File: config.mk
export PLATFORM = sky130hd
export DESIGN_NAME = fetch_unit
export DESIGN_NICKNAME = d
export VERILOG_FILES = /design/src/rtl/fetch_unit_pkg.sv /design/src/rtl/fetch_queue.sv /design/src/rtl/fetch_unit.sv
export SDC_FILE = /design/constraint.sdc
export NUM_CORES = 1
export LEC_CHECK = 0
export BUFFER_PORTS_ARGS = -buffer_cell sky130_fd_sc_hd__buf_2
export CORE_MARGIN = 2
export CORE_UTILIZATION = 37
export DETAILED_ROUTE_END_ITERATION = 6
export GPL_TIMING_DRIVEN = 0
export SLEW_MARGIN = 0
export SYNTH_ARGS = -nofsm -noshare
export SYNTH_HDL_FRONTEND = slang
export SYNTH_SLANG_ARGS = --single-unit
export TNS_END_PERCENT = 10
File: constraint.sdc
create_clock -name clk -period 4.37 [get_ports clk]
set_input_delay 0.874 -clock clk [delete_from_list [all_inputs] [get_ports clk]]
set_output_delay 0.874 -clock clk [all_outputs]
set_load 0.03 [all_outputs]
File: src/rtl/fetch_unit_pkg.sv
// Shared encodings and defaults for the instruction-fetch front end.
package fetch_unit_pkg;

  localparam int DEFAULT_WORD_SIZE = 16;

  typedef enum logic [1:0] {
    FETCH_IDLE = 2'd0,
    FETCH_WAIT = 2'd1,
    FETCH_DROP = 2'd2
  } fetch_state_e;

endpackage

File: src/rtl/fetch_queue.sv
// Circular prefetch FIFO with flush; DEPTH must be a power of two so pointers wrap naturally.
module fetch_queue #(
  parameter int WIDTH = 32,
  parameter int DEPTH = 4
) (
  input  logic                     clk,
  input  logic                     rst,
  input  logic                     flush,
  input  logic                     push,
  input  logic [WIDTH-1:0]         push_data,
  input  logic                     pop,
  output logic [WIDTH-1:0]         head,
  output logic [$clog2(DEPTH):0]   count
);

  localparam int PW = $clog2(DEPTH);
  localparam int CW = PW + 1;

  logic [WIDTH-1:0] mem [DEPTH];
  logic [PW-1:0]    wr_ptr;
  logic [PW-1:0]    rd_ptr;
  logic             do_pop;

  assign do_pop = pop && (count != '0);
  assign head   = mem[rd_ptr];

  always_ff @(posedge clk or posedge rst) begin
    if (rst) begin
      wr_ptr <= '0;
      rd_ptr <= '0;
      count  <= '0;
    end else if (flush) begin
      wr_ptr <= '0;
      rd_ptr <= '0;
      count  <= '0;
    end else begin
      if (push)   wr_ptr <= wr_ptr + PW'(1);
      if (do_pop) rd_ptr <= rd_ptr + PW'(1);
      count <= count + CW'(push) - CW'(do_pop);
    end
  end

  always_ff @(posedge clk) begin
    if (push && !flush) mem[wr_ptr] <= push_data;
  end

  // Slots are reserved when a request is issued, so a push can never meet a full queue.
  full_push_a: assert property (@(posedge clk) disable iff (rst)
    !(push && !flush && count == CW'(DEPTH)));

endmodule

File: src/rtl/fetch_unit.sv
// Instruction-fetch front end: memory handshake, prefetch queue, redirect/flush, ID handoff.
// Optional FETCH_STATS_EN adds bubble_count and flush_count outputs.
module fetch_unit
  import fetch_unit_pkg::*;
#(
  parameter int                   WORD_SIZE   = DEFAULT_WORD_SIZE,
  parameter int                   QUEUE_DEPTH = 4,
  parameter logic [WORD_SIZE-1:0] RESET_PC    = '0
) (
  input  logic                         clk,
  input  logic                         reset,
  output logic                         i_readM,
  output logic [WORD_SIZE-1:0]         i_address,
  input  logic [WORD_SIZE-1:0]         i_data,
  input  logic                         input_ready,
  input  logic                         redirect_valid,
  input  logic [WORD_SIZE-1:0]         redirect_pc,
  output logic                         inst_valid,
  output logic [WORD_SIZE-1:0]         inst,
  output logic [WORD_SIZE-1:0]         inst_pc,
  output logic [WORD_SIZE-1:0]         inst_npc,
  input  logic                         inst_ready,
  output logic [WORD_SIZE-1:0]         num_inst,
  output logic [$clog2(QUEUE_DEPTH):0] queue_count
`ifdef FETCH_STATS_EN
  ,
  output logic [WORD_SIZE-1:0]         bubble_count,
  output logic [WORD_SIZE-1:0]         flush_count
`endif
);

  localparam int CW = $clog2(QUEUE_DEPTH) + 1;

  fetch_state_e           state;
  fetch_state_e           state_next;
  logic [WORD_SIZE-1:0]   fetch_pc;
  logic [WORD_SIZE-1:0]   head_inst;
  logic [WORD_SIZE-1:0]   head_pc;
  logic [2*WORD_SIZE-1:0] head;
  logic [CW-1:0]          count_after;
  logic                   pop;
  logic                   push;
  logic                   space;

  assign pop         = inst_valid && inst_ready;
  assign push        = input_ready && (state == FETCH_WAIT) && !redirect_valid;
  assign count_after = queue_count + CW'(push) - CW'(pop);
  assign space       = count_after < CW'(QUEUE_DEPTH);

  fetch_queue #(
    .WIDTH (2 * WORD_SIZE),
    .DEPTH (QUEUE_DEPTH)
  ) u_queue (
    .clk       (clk),
    .rst       (reset),
    .flush     (redirect_valid),
    .push      (push),
    .push_data ({i_data, fetch_pc}),
    .pop       (pop),
    .head      (head),
    .count     (queue_count)
  );

  always_ff @(posedge clk or posedge reset) begin
    if (reset) state <= FETCH_IDLE;
    else       state <= state_next;
  end

  always_comb begin
    state_next = state;
    case (state)
      FETCH_IDLE: if (!redirect_valid && space) state_next = FETCH_WAIT;
      FETCH_WAIT: begin
        if (redirect_valid)   state_next = input_ready ? FETCH_IDLE : FETCH_DROP;
        else if (input_ready) state_next = space ? FETCH_WAIT : FETCH_IDLE;
      end
      FETCH_DROP: if (input_ready) state_next = FETCH_IDLE;
      default:    state_next = FETCH_IDLE;
    endcase
  end

  always_comb begin
    i_readM = (state != FETCH_IDLE);
  end

  // In WAIT the outstanding address always equals fetch_pc; DROP keeps the stale one.
  always_ff @(posedge clk or posedge reset) begin
    if (reset) begin
      fetch_pc  <= RESET_PC;
      i_address <= RESET_PC;
      num_inst  <= '0;
    end else begin
      if (pop) num_inst <= num_inst + WORD_SIZE'(1);
      if (redirect_valid) fetch_pc <= redirect_pc;
      else if (push)      fetch_pc <= fetch_pc + WORD_SIZE'(1);
      if (state_next == FETCH_WAIT)
        i_address <= push ? fetch_pc + WORD_SIZE'(1) : fetch_pc;
    end
  end

  assign {head_inst, head_pc} = head;
  assign inst_valid = (queue_count != '0);
  assign inst       = inst_valid ? head_inst : '0;
  assign inst_pc    = inst_valid ? head_pc : '0;
  assign inst_npc   = inst_valid ? head_pc + WORD_SIZE'(1) : '0;

`ifdef FETCH_STATS_EN
  always_ff @(posedge clk or posedge reset) begin
    if (reset) begin
      bubble_count <= '0;
      flush_count  <= '0;
    end else begin
      if (inst_ready && !inst_valid) bubble_count <= bubble_count + WORD_SIZE'(1);
      if (redirect_valid)            flush_count  <= flush_count + WORD_SIZE'(1);
    end
  end
`endif

endmodule

==> run metrics <==
RR Startpoint=state[1]$_DFF_PP0_; Primary FF master, synth=edfxtp_1; leak pwr=3.81 nW; Post-synth EDFFs=~130; Post-CTS Resized=0; most frequent cells in the layout=edfxtp_1 (128), buf_2 (127), dfrtp_1 (57); Tcrit/Tclk final=0.925; status=finished, final reports clean; Root Driver=clkbuf_16; Max Slew Vio Count=0; Core ar.=0.0216 mm²; Initial DRC Count=approximately 300; row cnt=54; setup violators final=0; Net count, final=between 700 and 800; Routed Antenna Nets=0; vias in the first global route=roughly 5100; Mapped Nets=slightly below 600; H-tree depth=4; Avg Inst Size Synth=about 15 µm²; Final min period=approximately 4 ns; Worst slew margin=0.389; worst endpoint data arrival time=between 3 and 4 ns; Area after DPL=between 0.009 and 0.01 mm²; Synth Cell Area=slightly above 0.008 mm²; Flop pwr share=0.363; Residual DRC=0; Worst EP required=around 3.5 ns; Combinational Power Share=0.379; Die ar.=approximately 0.023 mm²; Synth Register Bits=185; ys async rst share=0.308; routability cong.=~0.78; Hold Vio Cnt, Final=0; Via-to-Cell Ratio=roughly 4.9; HPWL after DPL=roughly 12 mm; hold slack=between 0.3 and 0.4 ns; Starting Density=0.374; drt wl/cell=about 17 µm; RR Endpoint=i_address[3]$_DFFE_PP0N_; Worst Clk Skew=approximately 0.015 ns; count of TritonRoute iterations in the first routing pass=5; Reg2Reg Setup Slack=roughly 1.6 ns; setup repair bufs after CTS=0; largest area contributor in the netlist=edfxtp_1; num ports=approximately 120; max frequency=between 0.2 and 0.25 GHz; worst skew pair latency=about 0.43 ns; VDD IR max=about 0.3 mV; gr usage total=0.152; Critical Path Start Type=flop; clock-pin slew on the worst setup and hold paths=~0.070 ns; RSZ-0062 raised after global routing=false; CTS Buf Count=17; sw power=2.42 mW; Tot Pwr=slightly above 6 mW; hold-fix buffers at CTS=0; antenna violations before repair=3; commonest non-fill, non-tap cell in the layout=edfxtp_1; worst hold path class=input port to async pin; cells after synthesis=537; largest net degree at the start of global routing=44; Die X=roughly 150 µm; internal power=about 3.7 mW; Yosys top cell area share=0.475; synth top area cells=edfxtp_1 (47%), dfrtp_1 (18%), mux4_2 (6.7%); Switching Share=0.395; path depth of the worst reg2reg path=9; filler cell count=between 1500 and 2000; Worst Path Class, Setup=flop to output port; Power Dens Cells=631 mW/mm²; Crit. End Element=output port; post-route cell area=approximately 0.0097 mm²; CTS max path bufs=2; register area share after synthesis=0.651; max_cap viols=0; CTS tree=built; Total Routed Length=16.9 mm; Final Util=0.449; Setup TNS=0 ns; Area growth syn-to-layout=19.9%; clock power share=0.258; DIE HEIGHT=~150 µm; critical-path maximum fanout=9; grt total ovfl=0; IO buf count=between 100 and 150; Via Count=between 4000 and 5000; Worst-Margin Slew=between 0.9 and 1 ns; fraction of layout cells with a size suffix above 1=0.310; Netlist cell types=43; Yosys warnings=0; CTS sink count=~190; first-pass GRT wire length=between 20 and 30 mm
## worst max-delay path: stages, from the launching register on
cell	delay, ns
dfrtp_1	0.37
buf_6	0.15
mux4_1	0.57
ha_1	0.33
nand2_1	0.09
o22ai_2	0.24
nand3_4	0.13
nor4_4	0.30
mux2_1	0.36
buf_2	0.19
## worst max path at each step
stage                             startpoint            to  slack [ns]  cells past startpoint
6_report       u_queue.rd_ptr[0]$_DFFE_PP0P_  inst_npc[14]        0.33                      9
3_5_place_dp   u_queue.rd_ptr[0]$_DFFE_PP0P_  inst_npc[14]        0.78                      9
2_1_floorplan  u_queue.rd_ptr[0]$_DFFE_PP0P_  inst_npc[14]        1.11                      9
4_1_cts        u_queue.rd_ptr[0]$_DFFE_PP0P_  inst_npc[14]        0.31                      9
3_3_place_gp      u_queue.count[2]$_DFF_PP0_      inst[14]        0.69                      5
5_1_grt        u_queue.rd_ptr[0]$_DFFE_PP0P_  inst_npc[14]        0.17                      9
## stage by stage
stage               setup slack (ns)  std cells
floorplan                       1.11        537
global placement               0.690        938
detailed placement             0.781        939
CTS                            0.314        971
global route                   0.165        971
finish                         0.327        972
## power by group through the flow
stage	sequential [mW]	clock, mW	combinational [mW]
after CTS	2.22	1.60	2.36
after global routing	2.25	1.68	2.52
after detailed placement	2.26	0	2.36
after global placement	2.24	0	2.31
after floorplan	2.42	0	1.47
final	2.22	1.58	2.32
## layer usage
layer,vias to the layer above,GRT usage,share of wire
li1,2246,-,-
met1,2393,0.199,0.45
met2,135,0.239,0.47
met3,21,0.0556,0.070
met4,2,0.0458,0.012
met5,-,0,0.00077
## synthesized netlist by cell type, drive strengths merged, types with 4 or more instances
library cell	number
clkbuf	11
o21ai	20
edfxtp	128
inv	22
mux2	5
nor2	33
dfrtp	57
a21oi	4
mux2i	15
nor3	8
mux4	32
nand3	16
xnor2	26
and3	5
buf	11
xor2	22
nand2	44
ha	11
and2	37
nand4	12
## flip-flops by register name, summed over array words and instances (netlist names)
name            count
num_inst           16
u_queue.rd_ptr      2
u_queue.mem       128
u_queue.count       3
fetch_pc           16
i_address          16
state               2
u_queue.wr_ptr      2
## cells by family (layout without fill, tap and decap cells)
group,count (synthesis),after routing,synth area share
AND/OR/NAND/NOR,170,170,0.114
multiplexers,52,52,0.118
XOR/XNOR,48,48,0.0519
other,0,1,0
buffers and inverters,44,198,0.0258
AO/OA/AOI/OAI,27,27,0.0216
adder cells (fa/ha/maj),11,11,0.0170
flip-flops,185,185,0.651
## cell type report
type,instances,area (µm²),share of cell area
plain buffers,22,126,0.0130
flip-flops and latches,185,5270,0.543
well taps,280,350,0.0361
clock buffers,19,475,0.0490
clock inverters,13,148,0.0152
diodes,1,2.50,0.000258
inverters,22,82.6,0.00851
repair buffers,122,626,0.0645
multi-input cells,308,2620,0.270
No activity file was read; power rests on OpenSTA's default activity.
